<file path="config.mk">
export PLATFORM = sky130hd
export DESIGN_NAME = apb_wait_slave_flat
export DESIGN_NICKNAME = d
export VERILOG_FILES = /design/src/rtl/apb_wait_slave_pkg.sv /design/src/rtl/apb_wait_slave_if.sv /design/src/rtl/apb_wait_slave_counter.sv /design/src/rtl/apb_wait_slave.sv /design/src/flat_wrapper.sv
export SDC_FILE = /design/constraint.sdc
export NUM_CORES = 1
export LEC_CHECK = 0
export CORE_ASPECT_RATIO = 0.9
export CORE_UTILIZATION = 55
export CTS_CLUSTER_DIAMETER = 120
export DETAILED_ROUTE_END_ITERATION = 6
export GPL_ROUTABILITY_DRIVEN = 0
export PLACE_DENSITY = 0.75
export SKIP_CTS_REPAIR_TIMING = 1
export SLEW_MARGIN = 10
export SYNTH_ARGS = -nofsm -noshare
export SYNTH_HDL_FRONTEND = slang
export SYNTH_SLANG_ARGS = --single-unit
</file>
<file path="constraint.sdc">
create_clock -name clock -period 2.02 [get_ports clock]
set_clock_uncertainty 0.15 [all_clocks]
set_input_delay 0.303 -clock clock [delete_from_list [all_inputs] [get_ports clock]]
set_output_delay 0.303 -clock clock [all_outputs]
set_load 0.03 [all_outputs]
</file>
<file path="src/rtl/apb_wait_slave_pkg.sv">
// Shared types and helpers for the APB wait-state completer.
package apb_wait_slave_pkg;

  // Two-state transfer FSM: waiting for a setup phase, or inside the access phase.
  typedef enum logic {
    ST_IDLE   = 1'b0,
    ST_ACCESS = 1'b1
  } apb_state_t;

  // Wait counter width; at least one bit so WAIT_STATES=0 still has a legal vector.
  function automatic int cnt_width(input int ws);
    return (ws < 1) ? 1 : $clog2(ws + 1);
  endfunction

endpackage

</file>
<file path="src/rtl/apb_wait_slave_if.sv">
// APB completer-side bus bundle (select, phase, address/data and response).
interface apb_wait_slave_if #(
  parameter int ADDRESS_SIZE = 5,
  parameter int DATA_SIZE    = 8
);
  logic                    psel;
  logic                    penable;
  logic                    pwrite;
  logic [ADDRESS_SIZE-1:0] paddr;
  logic [DATA_SIZE-1:0]    pwdata;
  logic                    pready;
  logic [DATA_SIZE-1:0]    prdata;
  logic                    pslverr;

  modport master (
    output psel, penable, pwrite, paddr, pwdata,
    input  pready, prdata, pslverr
  );

  modport slave (
    input  psel, penable, pwrite, paddr, pwdata,
    output pready, prdata, pslverr
  );
endinterface

</file>
<file path="src/rtl/apb_wait_slave_counter.sv">
// Wait-state down-counter: loads WAIT_STATES on setup, decrements while stalled,
// flags zero when the access phase may complete. Saturates at zero.
module apb_wait_slave_counter
  import apb_wait_slave_pkg::*;
#(
  parameter int WAIT_STATES = 2
) (
  input  logic clock,
  input  logic resetn,
  input  logic load,
  input  logic dec,
  output logic zero
);
  localparam int CW = cnt_width(WAIT_STATES);

  logic [CW-1:0] cnt;

  // Load has priority over decrement; decrement never wraps below zero.
  always_ff @(posedge clock) begin
    if (!resetn) begin
      cnt <= '0;
    end else if (load) begin
      cnt <= CW'(WAIT_STATES);
    end else if (dec && (cnt != '0)) begin
      cnt <= cnt - CW'(1);
    end
  end

  assign zero = (cnt == '0);

endmodule

</file>
<file path="src/rtl/apb_wait_slave.sv">
// APB completer: byte register file with programmable wait states, a read-only
// upper window (writes there complete with pslverr and are dropped) and abort handling.
module apb_wait_slave
  import apb_wait_slave_pkg::*;
#(
  parameter int DATA_SIZE    = 8,
  parameter int ADDRESS_SIZE = 5,
  parameter int WAIT_STATES  = 2,
  parameter int RO_BASE      = 'h18
) (
  input  logic             clock,
  input  logic             resetn,
  apb_wait_slave_if.slave  bus
);
  localparam int DEPTH = 2 ** ADDRESS_SIZE;
  localparam logic [ADDRESS_SIZE-1:0] RO_ADDR = ADDRESS_SIZE'(RO_BASE);

  apb_state_t              state;
  logic [ADDRESS_SIZE-1:0] a_q;
  logic                    w_q;
  logic [DATA_SIZE-1:0]    d_q;
  logic [DATA_SIZE-1:0]    prdata_q;
  logic [DATA_SIZE-1:0]    mem [DEPTH];

  logic is_setup;
  logic in_access;
  logic zero;
  logic ro_hit;

  // A setup phase is accepted from either state; in ACCESS it is a protocol
  // error that simply restarts the transfer with the new request.
  assign is_setup  = bus.psel & ~bus.penable;
  assign in_access = (state == ST_ACCESS) & bus.psel & bus.penable;
  assign ro_hit    = (a_q >= RO_ADDR);

  assign bus.pready  = in_access & zero;
  assign bus.pslverr = bus.pready & w_q & ro_hit;
  assign bus.prdata  = prdata_q;

  apb_wait_slave_counter #(
    .WAIT_STATES (WAIT_STATES)
  ) u_counter (
    .clock  (clock),
    .resetn (resetn),
    .load   (is_setup),
    .dec    (in_access & ~zero),
    .zero   (zero)
  );

  // Transfer FSM, request latches, read-data register and register file.
  always_ff @(posedge clock) begin
    if (!resetn) begin
      state    <= ST_IDLE;
      a_q      <= '0;
      w_q      <= 1'b0;
      d_q      <= '0;
      prdata_q <= '0;
      for (int i = 0; i < DEPTH; i++) begin
        mem[i] <= (i >= RO_BASE) ? DATA_SIZE'(i) : '0;
      end
    end else if (is_setup) begin
      a_q      <= bus.paddr;
      w_q      <= bus.pwrite;
      d_q      <= bus.pwdata;
      prdata_q <= bus.pwrite ? '0 : mem[bus.paddr];
      state    <= ST_ACCESS;
    end else if (state == ST_ACCESS) begin
      if (!bus.psel) begin
        // Master abandoned the transfer: nothing is written.
        prdata_q <= '0;
        state    <= ST_IDLE;
      end else if (zero) begin
        // Completion edge (psel & penable & count exhausted).
        if (w_q && !ro_hit) begin
          mem[a_q] <= d_q;
        end
        prdata_q <= '0;
        state    <= ST_IDLE;
      end
    end
  end

endmodule
</file>
<file path="src/flat_wrapper.sv">
// flat-port wrapper written by rule: the top's interface ports become plain ports
module apb_wait_slave_flat import apb_wait_slave_pkg::*;
#(
  parameter int DATA_SIZE    = 8,
  parameter int ADDRESS_SIZE = 5,
  parameter int WAIT_STATES  = 2,
  parameter int RO_BASE      = 'h18
)
  (clock, resetn, bus_psel, bus_penable, bus_pwrite, bus_paddr, bus_pwdata, bus_pready, bus_prdata, bus_pslverr);
  apb_wait_slave_if #(.ADDRESS_SIZE(ADDRESS_SIZE), .DATA_SIZE(DATA_SIZE)) bus_i ();
  input  logic clock;
  input  logic resetn;
  input wire logic [$bits(bus_i.psel)-1:0] bus_psel;
  input wire logic [$bits(bus_i.penable)-1:0] bus_penable;
  input wire logic [$bits(bus_i.pwrite)-1:0] bus_pwrite;
  input wire logic [$bits(bus_i.paddr)-1:0] bus_paddr;
  input wire logic [$bits(bus_i.pwdata)-1:0] bus_pwdata;
  output wire logic [$bits(bus_i.pready)-1:0] bus_pready;
  output wire logic [$bits(bus_i.prdata)-1:0] bus_prdata;
  output wire logic [$bits(bus_i.pslverr)-1:0] bus_pslverr;
  assign bus_i.psel = bus_psel;
  assign bus_i.penable = bus_penable;
  assign bus_i.pwrite = bus_pwrite;
  assign bus_i.paddr = bus_paddr;
  assign bus_i.pwdata = bus_pwdata;
  assign bus_pready = bus_i.pready;
  assign bus_prdata = bus_i.prdata;
  assign bus_pslverr = bus_i.pslverr;
  apb_wait_slave #(.DATA_SIZE(DATA_SIZE), .ADDRESS_SIZE(ADDRESS_SIZE), .WAIT_STATES(WAIT_STATES), .RO_BASE(RO_BASE)) u_core (.clock(clock), .resetn(resetn), .bus(bus_i));
endmodule
</file>
# --- Word-level counts from Yosys, hierarchy flattened ---
# Memory sizes are Yosys's and may differ from the RTL's.
# Cells that the tools add are included.
word_totals:
  regBits: 25
  ramBits: 256
  input_bits: 18
  output_inout_bits: 10
  elab_cells: 53
  memories: 1
op_classes:
  add_sub_neg: 1
  order_cmp: 1
  eq_ne: 1
  n_mux: 22
  bitwise_logic: 10
  reduce_logical: 10
mem_list:
  columns: ["name", "depth", "width", "read_ports", "rd_ports_with_merged_regs", "write_ports", "line_no", "rtl"]
  rows:
  - ["u_core.mem", 32, 8, 1, 0, 32, "apb_wait_slave.sv:23", "logic [DATA_SIZE-1:0] mem [DEPTH];"]
op_table:
  columns: ["op", "n"]
  rows:
  - ["two-way mux 8 bit", 6]
  - ["two-way mux 1 bit", 13]
  - ["OR reduction 8 bit", 1]
  - ["bitwise AND 1 bit", 7]
  - ["nonzero test 2 bit", 3]
  - ["greater-or-equal comparator 5 bit, second input constant", 1]
  - ["two-way mux 5 bit", 1]
  - ["two-way mux 2 bit", 2]
  - ["inequality test 3 x 1 -> 1 bit, second input constant", 1]
  - ["NOT 1 bit", 3]
  - ["logical AND 1 bit", 2]
  - ["zero test 2 bit", 1]
  - ["AND reduction 2 bit", 1]
  - ["OR reduction 2 bit", 1]
  - ["subtractor 2 x 1 -> 2 bit, second input constant", 1]
  - ["zero test 1 bit", 1]

# --- Logic depth before layout (Yosys ltp) ---
# Gate-level depths: netlist of run 1.
logic_depth:
  word_depth: 12
  mapped_depth: 7

# --- By module ---
# From an unflattened synthesis of run 1, not the netlist that was laid out.
hier_totals:
  hier_cells: 885
  area_unflattened_um2: 12742.2
modules_own_cells:
  columns: ["mod", "instances", "cells_each", "area_each_um2", "seq_area_each_um2"]
  rows:
  - ["apb_wait_slave", 1, 875, 12629.6, 8147.8]
  - ["apb_wait_slave_counter", 1, 10, 112.6, 40.0]

# --- Worst setup path before layout of run 1 ---
# OpenSTA, ideal clock, no wires.
synth_timing:
  kind: "reg2reg"
  start: "reg u_core.a_q[1]"
  end: "mem u_core.mem[10][0] (enable)"
  arrival_time_ns: 1.722
  setup_slack_ns: -0.187
  stages_incl_launch_ff: 5
  path_buffers: 0
  synth_period_minus_slack_ns: 2.207
  path_cell_list: "dfxtp_1 inv_2 or4_1 nor3_2 nand2b_1"
synth_lines:
  columns: ["element", "line_no", "rtl"]
  rows:
  - ["start: declaration", "apb_wait_slave.sv:19", "logic [ADDRESS_SIZE-1:0] a_q;"]
  - ["start signal: assignment", "apb_wait_slave.sv:62", "a_q <= bus.paddr;"]
  - ["end: declaration", "apb_wait_slave.sv:23", null]

# --- Worst setup path in the final report of run 1 ---
layout_timing:
  start: "reg u_core.u_counter.cnt[0]"
  end: "reg u_core.prdata_q[5] (netlist: u_core.bus.prdata[5])"
layout_via:
  elab_chain_len: 3
layout_rtl:
  columns: ["element", "line_no", "rtl"]
  rows:
  - ["start: declaration", "apb_wait_slave_counter.sv:16", "logic [CW-1:0] cnt;"]
  - ["start signal: assignment", "apb_wait_slave_counter.sv:23", "cnt <= CW'(WAIT_STATES);"]
  - ["start signal: assignment", "apb_wait_slave_counter.sv:25", "cnt <= cnt - CW'(1);"]
  - ["zero test 2 bit", "apb_wait_slave_counter.sv:29", "assign zero = (cnt == '0);"]
  - ["inequality test 3 x 1 -> 1 bit (no source line)", null, null]
  - ["AND reduction 2 bit (no source line)", null, null]
  - ["end signal: assignment", "apb_wait_slave.sv:65", "prdata_q <= bus.pwrite ? '0 : mem[bus.paddr];"]
  - ["end: declaration", "apb_wait_slave.sv:22", "logic [DATA_SIZE-1:0] prdata_q;"]
# No other way between the ends.
# A chain may end at the register's enable or synchronous reset.

==> results of run 1 <==
==> layout make-up <==
cell class	instances	area, sq um
flip-flops and latches	281	8190
fillers	1524	7040
multi-input cells	574	4790
repair buffers	130	1270
clock buffers	35	748
well taps	297	372
clock inverters	13	87.6
inverters	21	78.8
==> sequential cells by signal (all words and copies together), names as in the netlist <==
signal / flops
u_core.d_q: 8
u_core.state: 1
u_core.w_q: 1
u_core.mem: 256
u_core.bus.prdata: 8
u_core.a_q: 5
u_core.u_counter.cnt: 2
==> stage by stage <==
step | util [%] | instance area [sq um]
2_1_floorplan | - | 13100
3_3_place_gp | 63.8 | 14400
3_5_place_dp | 63.8 | 14400
4_1_cts | 67.5 | 15200
5_1_grt | 68.8 | 15500
6_report | 68.8 | 15500
==> critical path: cells and delay by family, from the launching register on <==
kind,cells,cell delay [ns]
buf+inv,2,0.23
simple gates,1,0.23
compound gates,3,0.81
flops,1,0.34
fa+ha+maj,1,0.17
==> cells in the final DEF, fill, tap and decap left out, drive strengths merged, types with 13 or more instances in the layout <==
| cell | synthesis | layout |
|---|---|---|
| conb | 2 | 64 |
| nor3 | 22 | 22 |
| dfxtp | 25 | 25 |
| a21oi | 15 | 15 |
| nand2 | 34 | 34 |
| mux4 | 40 | 40 |
| and2 | 198 | 198 |
| edfxtp | 256 | 256 |
| a2111oi | 16 | 16 |
| mux2i | 56 | 56 |
| buf | 20 | 108 |
| clkbuf | 35 | 35 |
| nand2b | 28 | 28 |
| nor2 | 14 | 14 |
| clkdlybuf4s50 | 0 | 13 |
| a22oi | 16 | 16 |
| a211oi | 16 | 16 |
| inv | 21 | 21 |
==> path summary, 6_finish.rpt <==
path	to	slack (ns)	cells past startpoint
worst min-delay path	u_core.state$_SDFF_PN0_	0.09	4
worst max register to register	u_core.bus.prdata[5]$_SDFFE_PN0P_	-0.03	7
worst max-delay path	u_core.bus.prdata[5]$_SDFFE_PN0P_	-0.03	7
worst min register to register	u_core.u_counter.cnt[0]$_SDFFE_PP0P_	0.32	2
==> routing by layer <==
layer | vias up | track usage [%] | part of all wire (%)
met5 | - | 0 | 0
met4 | 0 | 6.23 | 2.4
met3 | 49 | 5.03 | 6.2
met2 | 222 | 39.2 | 48
met1 | 3759 | 35.5 | 44
li1 | 3514 | - | -
==> cell families (layout without fill, tap and decap cells) <==
| logic type | Yosys count | count (layout) | share of synthesized area [%] |
|---|---|---|---|
| other | 2 | 64 | 0.0591 |
| AOI/OAI and AO/OA | 81 | 81 | 4.56 |
| DFF | 281 | 281 | 64.5 |
| adders and majority gates | 1 | 1 | 0.0985 |
| buffers and inverters | 76 | 199 | 2.73 |
| muxes | 104 | 104 | 12.2 |
| and+or+nand+nor | 324 | 324 | 15.9 |
==> power groups by stage <==
stage / logic [mW] / registers, mW / clock network [mW]
after floorplan: 0.572 / 6.77 / 0
after global placement: 0.984 / 6.78 / 0
after detailed placement: 0.997 / 6.80 / 0
after CTS: 1.00 / 6.68 / 4.88
after global routing: 1.15 / 6.70 / 5.10
final: 1.07 / 6.68 / 4.82
==> metrics.txt, run 1 <==
top-area cell type share of the netlist area=60.5%; Yosys top cell by area=edfxtp_1; Pwr Total=12.6 mW; peak supply drop=677 uV; Fmax achieved=487 MHz; H-tree Lvls=1; synthesis-stage register bit count=281; Worst Hold Launch=resetn; largest cells by area after synthesis=edfxtp_1, and2_1, mux4_2; crit path capture type=flop; Nets=1055; die width=162 microns; Routed Antenna Nets=0; final setup TNS=-0.0396 ns; Gate power share=8.5%; run status=finished with violations; initial antenna violation count=0; Clock Pin Slew Worst Setup and Hold Paths=0.06 ns; RSZ-0062 raised after global routing=true; crit path launch type=flop; largest net degree at the start of global routing=40; async set-reset flop share out of synthesis=0%; Critical Path Max Stage Delay=0.44 ns; crit path time final=2.05 ns; CP startpoint=u_core.u_counter.cnt[0]$_SDFFE_PP0P_; leakage dissipation=6.00 nW; worst path required time=2.29 ns; vias in the first global route=7540; final hold vios=0; CTS tree=done; drt pass-1 iters=5; Hold WS=0.0894 ns; final std cells w/o fill=1351; critical path's slowest cell=a2111oi_0; Cell Rows=52; wire per inst=21.1 microns; GRT Residual Overflow=0; die height=146 microns; sequential area share after synthesis=64.5%; setup violators final=2; Syn Std Cell Area=12700 sq um; crit path DAT=2.32 ns; largest buffer count on any clock path=3; number of DRC markers in iteration 0=632; Seq pwr share=53.1%; Via density=5.58; failing checks=setup timing; Setup CP Type=flop to flop; ys flop type=edfxtp_1; MaxCap Viol Count=0; core box area=22600 sq um; die area=23700 sq um; total CTS buffers=28; Area Growth Syn to Fin=22.3%; Commonest cells post-synth=edfxtp_1, and2_1, mux2i_1, mux4_2, clkbuf_1; Synth Instances=869; detailed-route wire length=28.6 mm; post-DP HPWL=19.4 mm; Avg Cell Area, Syn=14.6 sq um; switching share of power=22.3%; Clock power frac=38.4%; Net Sw Power=2.80 mW; Max Slew Vio Count=0; Tot GR Track Use=24.8%; Distinct cells, synth=39; YS warnings=0; slew at the pin with the worst max-slew slack=0.662 ns; worst-path maximum fanout=8; number of synthesized flops with an enable pin=256; IO buf count=27; first-pass GRT wire length=43.6 mm; # IOs=28; worst slack at placement=-0.541 ns; most frequent cell after synthesis=edfxtp_1; internal cell power=9.77 mW; crit share post-route=102%; Hold WC Path Type=input port to flop; Slew HR=55.8%; Cell Chain, Critical Path=inv_2 > ha_4 > nand2b_4 > a211oi_1 > buf_4 > o21ai_0 > a2111oi_0; fin worst setup slack=-0.0331 ns; Clock Latency Late Sink=0.55 ns; CTS sink count=281; Starting Density=56.3%; vias=7544; DR DRC count=0; Power per Cell Area=809 nW/um^2; Root Buffer=clkbuf_16; Inst Count DP=1302; share of cells above drive strength 1=26.5%; RR Startpoint=u_core.u_counter.cnt[0]$_SDFFE_PP0P_; ant diodes=0
No activity file was read; power rests on OpenSTA's default activity.
==> run 2, diff against run 1 <==
--- a/config.mk
+++ b/config.mk
@@ -10,7 +10,7 @@
 export CTS_CLUSTER_DIAMETER = 120
 export DETAILED_ROUTE_END_ITERATION = 6
 export GPL_ROUTABILITY_DRIVEN = 0
-export PLACE_DENSITY = 0.75
+export PLACE_DENSITY = 0.72
 export SKIP_CTS_REPAIR_TIMING = 1
 export SLEW_MARGIN = 10
 export SYNTH_ARGS = -nofsm -noshare
==> constraint.sdc (replaced) <==
create_clock -name clock -period 2.7 [get_ports clock]
set_clock_uncertainty 0.15 [all_clocks]
set_input_delay 0.405 -clock clock [delete_from_list [all_inputs] [get_ports clock]]
set_output_delay 0.405 -clock clock [all_outputs]
set_load 0.03 [all_outputs]
==> metrics.txt, run 2 (synthesized netlist as in run 1, its figures left out) <==
RR Startpoint=u_core.u_counter.cnt[0]$_SDFFE_PP0P_; drt pass-1 iters=5 (unchanged); post-route cell area=15200 sq um (-2.1%); vias in the first global route=7625 (+1.1%); largest buffer count on any clock path=3 (unchanged); final hold vios=0 (unchanged); detailed-route wire length=29.0 mm (+1.4%); CP startpoint=u_core.u_counter.cnt[0]$_SDFFE_PP0P_; Layout fillers=1592 (+4.5%); Slew HR=37.9% (-18 points); Max Slew Vio Count=0 (unchanged); Nets=1058 (+0.28%); share of cells above drive strength 1=21.4% (-5.1 points); IO buf count=27 (unchanged); Cell Chain, Critical Path=inv_1 > ha_1 > and3_1 > clkdlybuf4s50_1; Fmax achieved=388 MHz; crit path time final=2.58 ns; CTS tree=done; Hold WS=0.262 ns (+0.173 ns); die area=23700 sq um (unchanged); Cell Rows=52 (unchanged); worst path required time=2.14 ns (-0.15 ns); vias=7648 (+1.4%); critical path's slowest cell=clkdlybuf4s50_1; crit path DAT=2.03 ns (-0.29 ns); CP delay by family, top=buffers and inverters; Root Buffer=clkbuf_16; most common cell after layout, fill and taps aside=edfxtp_1; Starting Density=56.3% (unchanged); setup violators final=0 (-2); initial antenna violation count=2 (+2); # IOs=28 (unchanged); number of DRC markers in iteration 0=623 (-1.4%); worst slack at placement=0.0122 ns (+0.553 ns); Area Growth Syn to Fin=19.8%; DR DRC count=0 (unchanged); final setup TNS=0 ns (+0.0396 ns); CTS sink count=281 (unchanged); Via density=5.63 (+0.78%); die width=162 microns (unchanged); fin worst setup slack=0.120 ns (+0.153 ns); Placed Area=14300 sq um (-0.65%); Clock Pin Slew Worst Setup and Hold Paths=0.06 ns (about the same); Clock Latency Late Sink=0.55 ns (about the same); wire per inst=21.3 microns (+0.78%); run status=completed; peak supply drop=419 uV (-38%); RSZ-0062 raised after global routing=false; H-tree Lvls=1 (unchanged); MaxCap Viol Count=0 (unchanged); Setup CP Type=flop to primary output; first-pass GRT wire length=45.4 mm (+4.2%); leakage dissipation=5.74 nW (-4.2%); crit share post-route=95.6%; Hold WC Path Type=input port to flop; Routed Antenna Nets=0 (unchanged); internal cell power=7.51 mW (-23%); Seq pwr share=52.1% (-1.0 points); Net Sw Power=2.09 mW (-25%); total CTS buffers=29 (+3.6%); Clock power frac=40.1% (+1.7 points); Power per Cell Area=631 nW/um^2 (-22%); Worst Hold Launch=bus_pwdata[7]; Tot GR Track Use=25.8% (+0.93 points); max reg flops=256 (unchanged); Critical Path Max Stage Delay=0.66 ns (+0.22 ns); Largest Register=u_core.mem; worst-path maximum fanout=6 (-2); switching share of power=21.8% (-0.50 points); die height=146 microns (unchanged); crit path capture type=primary output; GRT Residual Overflow=0 (unchanged); post-DP HPWL=19.7 mm (+1.7%); largest net degree at the start of global routing=30 (-25%); crit path launch type=flop; Gate power share=7.7% (-0.8 points); most frequent cells in the layout=edfxtp_1, and2_1, buf_4; core box area=22600 sq um (unchanged); CP Buf/Inv Count=2 (unchanged); slew at the pin with the worst max-slew slack=0.931 ns (+0.269 ns)
## run 2: changes by cell type in the layout (fill, tap and decap cells not counted), sizes merged
cell           previous run  this run
bufinv                    1         2
clkdlybuf4s50            13        23
clkinvlp                  2         1
dlymetal6s2s              9         1
clkbuf                   35        44
diode                     0         1
clkinv                   10         6
## run 2: power groups by stage
stage / Clock (mW) / Combinational, mW / Sequential (mW)
6_report: 3.85 / 0.743 / 5.00
3_3_place_gp: 0 / 0.727 / 5.08
5_1_grt: 4.07 / 0.795 / 5.02
2_1_floorplan: 0 / 0.415 / 5.07
3_5_place_dp: 0 / 0.736 / 5.09
4_1_cts: 3.90 / 0.741 / 5.00
## run 2: metrics by stage
stage | power (mW) | utilization, % | instances
floorplan | 5.48 | - | 931
global placement | 5.81 | 63.3 | 1305
detailed placement | 5.83 | 63.3 | 1305
CTS | 9.64 | 67.4 | 1358
global route | 9.88 | 67.4 | 1358
finish | 9.60 | 67.4 | 1359
## run 2: cell type report
cell class	count	area [sq um]	area share [%]
sequential	281	8190	53.8
multi-input combinational	574	4410	29.0
timing repair buffer	132	1260	8.29
clock buffer	44	812	5.34
tap	297	372	2.44
clock inverter	9	96.3	0.633
inverter	21	78.8	0.518
antenna	1	2.50	0.0164
## run 2: worst register-to-register path, delay by kind of cell, from the launching register on
kind,cells,cell delay (ns)
and+or+nand+nor,1,0.34
buffers and inverters,1,0.06
AOI/OAI and AO/OA,3,1.12
adders and majority gates,1,0.26
DFF,1,0.33
## run 2: metal layers
metal	global-route usage (%)	share of wire [%]	vias up
met2	40.4	48	249
met3	4.23	7.3	59
met1	37.6	43	3824
met4	6.79	2.3	2
li1	-	-	3514
met5	0	0.045	-
## run 2: path summary, 6_finish.rpt
path	depth (start not counted)	slack (ns)	to
max	4	0.12	bus_pready
min	3	0.26	u_core.d_q[7]$_SDFFE_PN0P_
max reg2reg	6	0.31	u_core.bus.prdata[4]$_SDFFE_PN0P_
min reg2reg	2	0.32	u_core.u_counter.cnt[0]$_SDFFE_PP0P_
==> run 3, diff against run 2 <==
--- a/config.mk
+++ b/config.mk
@@ -11,8 +11,10 @@
 export DETAILED_ROUTE_END_ITERATION = 6
 export GPL_ROUTABILITY_DRIVEN = 0
 export PLACE_DENSITY = 0.72
+export SETUP_SLACK_MARGIN = 0.1
 export SKIP_CTS_REPAIR_TIMING = 1
 export SLEW_MARGIN = 10
 export SYNTH_ARGS = -nofsm -noshare
 export SYNTH_HDL_FRONTEND = slang
+export SYNTH_HIERARCHICAL = 1
 export SYNTH_SLANG_ARGS = --single-unit
==> metrics.txt, run 3 <==
run status=completed; wire per inst=21.9 microns (+2.7%); Via density=5.70 (+1.4%); Root Buffer=clkbuf_16; MaxCap Viol Count=0 (unchanged); Avg Cell Area, Syn=14.4 sq um (-1.5%); critical path's slowest cell=dfxtp_1; Seq pwr share=49.9% (-2.2 points); switching share of power=21.4% (-0.40 points); GRT Residual Overflow=0 (unchanged); Clock power frac=42.8% (+2.7 points); RSZ-0062 raised after global routing=true; Max Slew Vio Count=0 (unchanged); total CTS buffers=30 (+3.4%); crit share post-route=91.3% (-4.3 points); core box area=22600 sq um (unchanged); drt pass-1 iters=6 (+1); Gate power share=7.2% (-0.5 points); Synth Instances=885 (+1.8%); IO buf count=27 (unchanged); detailed-route wire length=29.7 mm (+2.4%); YS warnings=6 (+6); Layout fillers=1580 (-0.75%); setup violators final=0 (unchanged); ant diodes=0 (-1); Inst Count DP=1301 (-0.31%); Hold WS=0.265 ns (+0.00229 ns); largest buffer count on any clock path=3 (unchanged); final core utilization=66.8% (-0.60 points); largest cells by area after synthesis=edfxtp_1, and2_1, mux2i_1; Routed Antenna Nets=0 (unchanged); Tot GR Track Use=26.0% (+0.21 points); final std cells w/o fill=1355 (-0.29%); peak supply drop=588 uV (+40%); number of DRC markers in iteration 0=815 (+31%); crit path capture type=primary output; most frequent cells in the layout=edfxtp_1, and2_1, buf_4; CP delay by family, top=simple AND/OR/NAND/NOR gates; sequential area share after synthesis=64.3% (-0.20 points); crit path time final=2.46 ns (-0.116 ns); Syn Std Cell Area=12700 sq um (+0.31%); worst slack at placement=-0.0203 ns (-0.0324 ns); Adder-Cell Fraction of Synth Area=0.0982% (-0.00030 points); Net Sw Power=2.14 mW (+2.5%); die width=162 microns (+0.15%); Largest Register=u_core/mem; largest family of logic cells by synthesized area=simple AND/OR/NAND/NOR gates; die height=146 microns (+0.15%); most common cell after layout, fill and taps aside=edfxtp_1; Starting Density=56.4% (+0.17 points); Slew HR=62.4% (+25 points); Power per Cell Area=665 nW/um^2 (+5.4%); top-area cell type share of the netlist area=60.3% (-0.18 points); Pwr Total=10.0 mW (+4.4%); CTS sink count=281 (unchanged); CP Buf/Inv Count=2 (unchanged); CTS tree=done; post-route cell area=15100 sq um (-0.89%); DR DRC count=0 (unchanged); crit path launch type=flop; vias in the first global route=7690 (+0.85%); vias=7730 (+1.1%); Setup CP Type=flop to primary output; crit path DAT=1.91 ns (-0.12 ns); leakage dissipation=5.76 nW (+0.34%); die area=23800 sq um (+0.30%); ys flop type=edfxtp_1; Synth Area in XOR/XNOR=0.0687% (+0.069 points); Placed Area=14000 sq um (-1.8%); Area Growth Syn to Fin=18.4%; final hold vios=0 (unchanged); slew at the pin with the worst max-slew slack=0.563 ns (-0.368 ns); Distinct cells, synth=52 (+33%); synthesis-stage register bit count=281 (unchanged); Cell Rows=52 (unchanged); worst path required time=2.14 ns (about the same); Commonest cells post-synth=edfxtp_1, and2_1, mux2i_1, nand2_1, a21oi_1; Synth Area in Simple Gates=15.6% (-0.33 points); Clock Pin Slew Worst Setup and Hold Paths=0.06 ns (about the same); share of cells above drive strength 1=18.1% (-3.3 points); most frequent cell after synthesis=edfxtp_1; Critical Path Max Stage Delay=0.32 ns (-0.34 ns); initial antenna violation count=0 (-2); multiplexer share of the synthesized area=12.7% (+0.53 points); async set-reset flop share out of synthesis=0% (unchanged); internal cell power=7.88 mW (+5.0%); Yosys top cell by area=edfxtp_1; first-pass GRT wire length=45.7 mm (+0.62%); max reg flops=256 (unchanged); H-tree Lvls=1 (unchanged); compound-gate portion of the synthesized area=4.48% (-0.083 points); # IOs=28 (unchanged); Nets=1055 (-0.28%); Clock Latency Late Sink=0.54 ns (about the same); number of synthesized flops with an enable pin=256 (unchanged); fin worst setup slack=0.236 ns (+0.116 ns); largest net degree at the start of global routing=34 (+13%); worst-path maximum fanout=4 (-2); Hold WC Path Type=input port to flop; final setup TNS=0 ns (unchanged); Cell Chain, Critical Path=inv_1 > ha_1 > nand4_1 > nor3_1 > buf_4; post-DP HPWL=20.3 mm (+3.2%); Fmax achieved=406 MHz (+4.7%)
-- run 3: layout make-up --
type | count | area [sq um] | share of cell area, %
clock buffer | 34 | 787 | 5.22
clock inverter | 20 | 251 | 1.67
inverter | 13 | 48.8 | 0.324
multi-input combinational | 597 | 4440 | 29.4
sequential | 281 | 8190 | 54.3
tap | 297 | 372 | 2.46
timing repair buffer | 113 | 996 | 6.60
-- run 3: cell families (layout without fill, tap and decap cells) --
logic type	after synthesis	after routing
flip-flops	281	281
multiplexers	107	107
AO/OA/AOI/OAI	86	86
buffers and inverters	69	180
adder cells (fa/ha/maj)	1	1
AND/OR/NAND/NOR	338	338
other	2	64
XOR/XNOR	1	1
-- run 3: layer usage --
layer,wire length [microns],track usage [%],vias up,part of all wire (%)
li1,-,-,3521,-
met4,983,8.40,0,3.3
met3,2330,4.46,78,7.9
met5,0,0,-,0
met1,12400,37.3,3815,42
met2,13900,40.6,316,47
-- run 3: final timing paths --
kind                                   startpoint                         endpoint  slack, ns  cells after the start
max          u_core/u_counter/cnt[0]$_SDFFE_PP0P_                      bus_pslverr       0.24                      5
min reg2reg               u_core/w_q$_SDFFE_PN0P_          u_core/w_q$_SDFFE_PN0P_       0.35                      2
min                                 bus_pwdata[3]       u_core/d_q[3]$_SDFFE_PN0P_       0.26                      3
max reg2reg  u_core/u_counter/cnt[0]$_SDFFE_PP0P_  u_core/mem[14][2]$_SDFFCE_PN0P_       0.26                      7
-- run 3: worst reg2reg max path, stage by stage, from the launching register on --
cell	delay [ns]
dfxtp_1	0.32
inv_1	0.05
ha_1	0.24
nand4_1	0.24
or4_1	0.52
buf_4	0.21
o21ai_0	0.21
buf_4	0.21
-- run 3: power groups by stage --
| stage | Sequential [mW] | Clock, mW | Combinational, mW |
|---|---|---|---|
| 3_5_place_dp | 5.09 | 0 | 0.715 |
| 6_report | 5.00 | 4.29 | 0.726 |
| 2_1_floorplan | 5.07 | 0 | 0.432 |
| 3_3_place_gp | 5.09 | 0 | 0.705 |
| 5_1_grt | 5.02 | 4.49 | 0.774 |
| 4_1_cts | 5.00 | 4.34 | 0.720 |
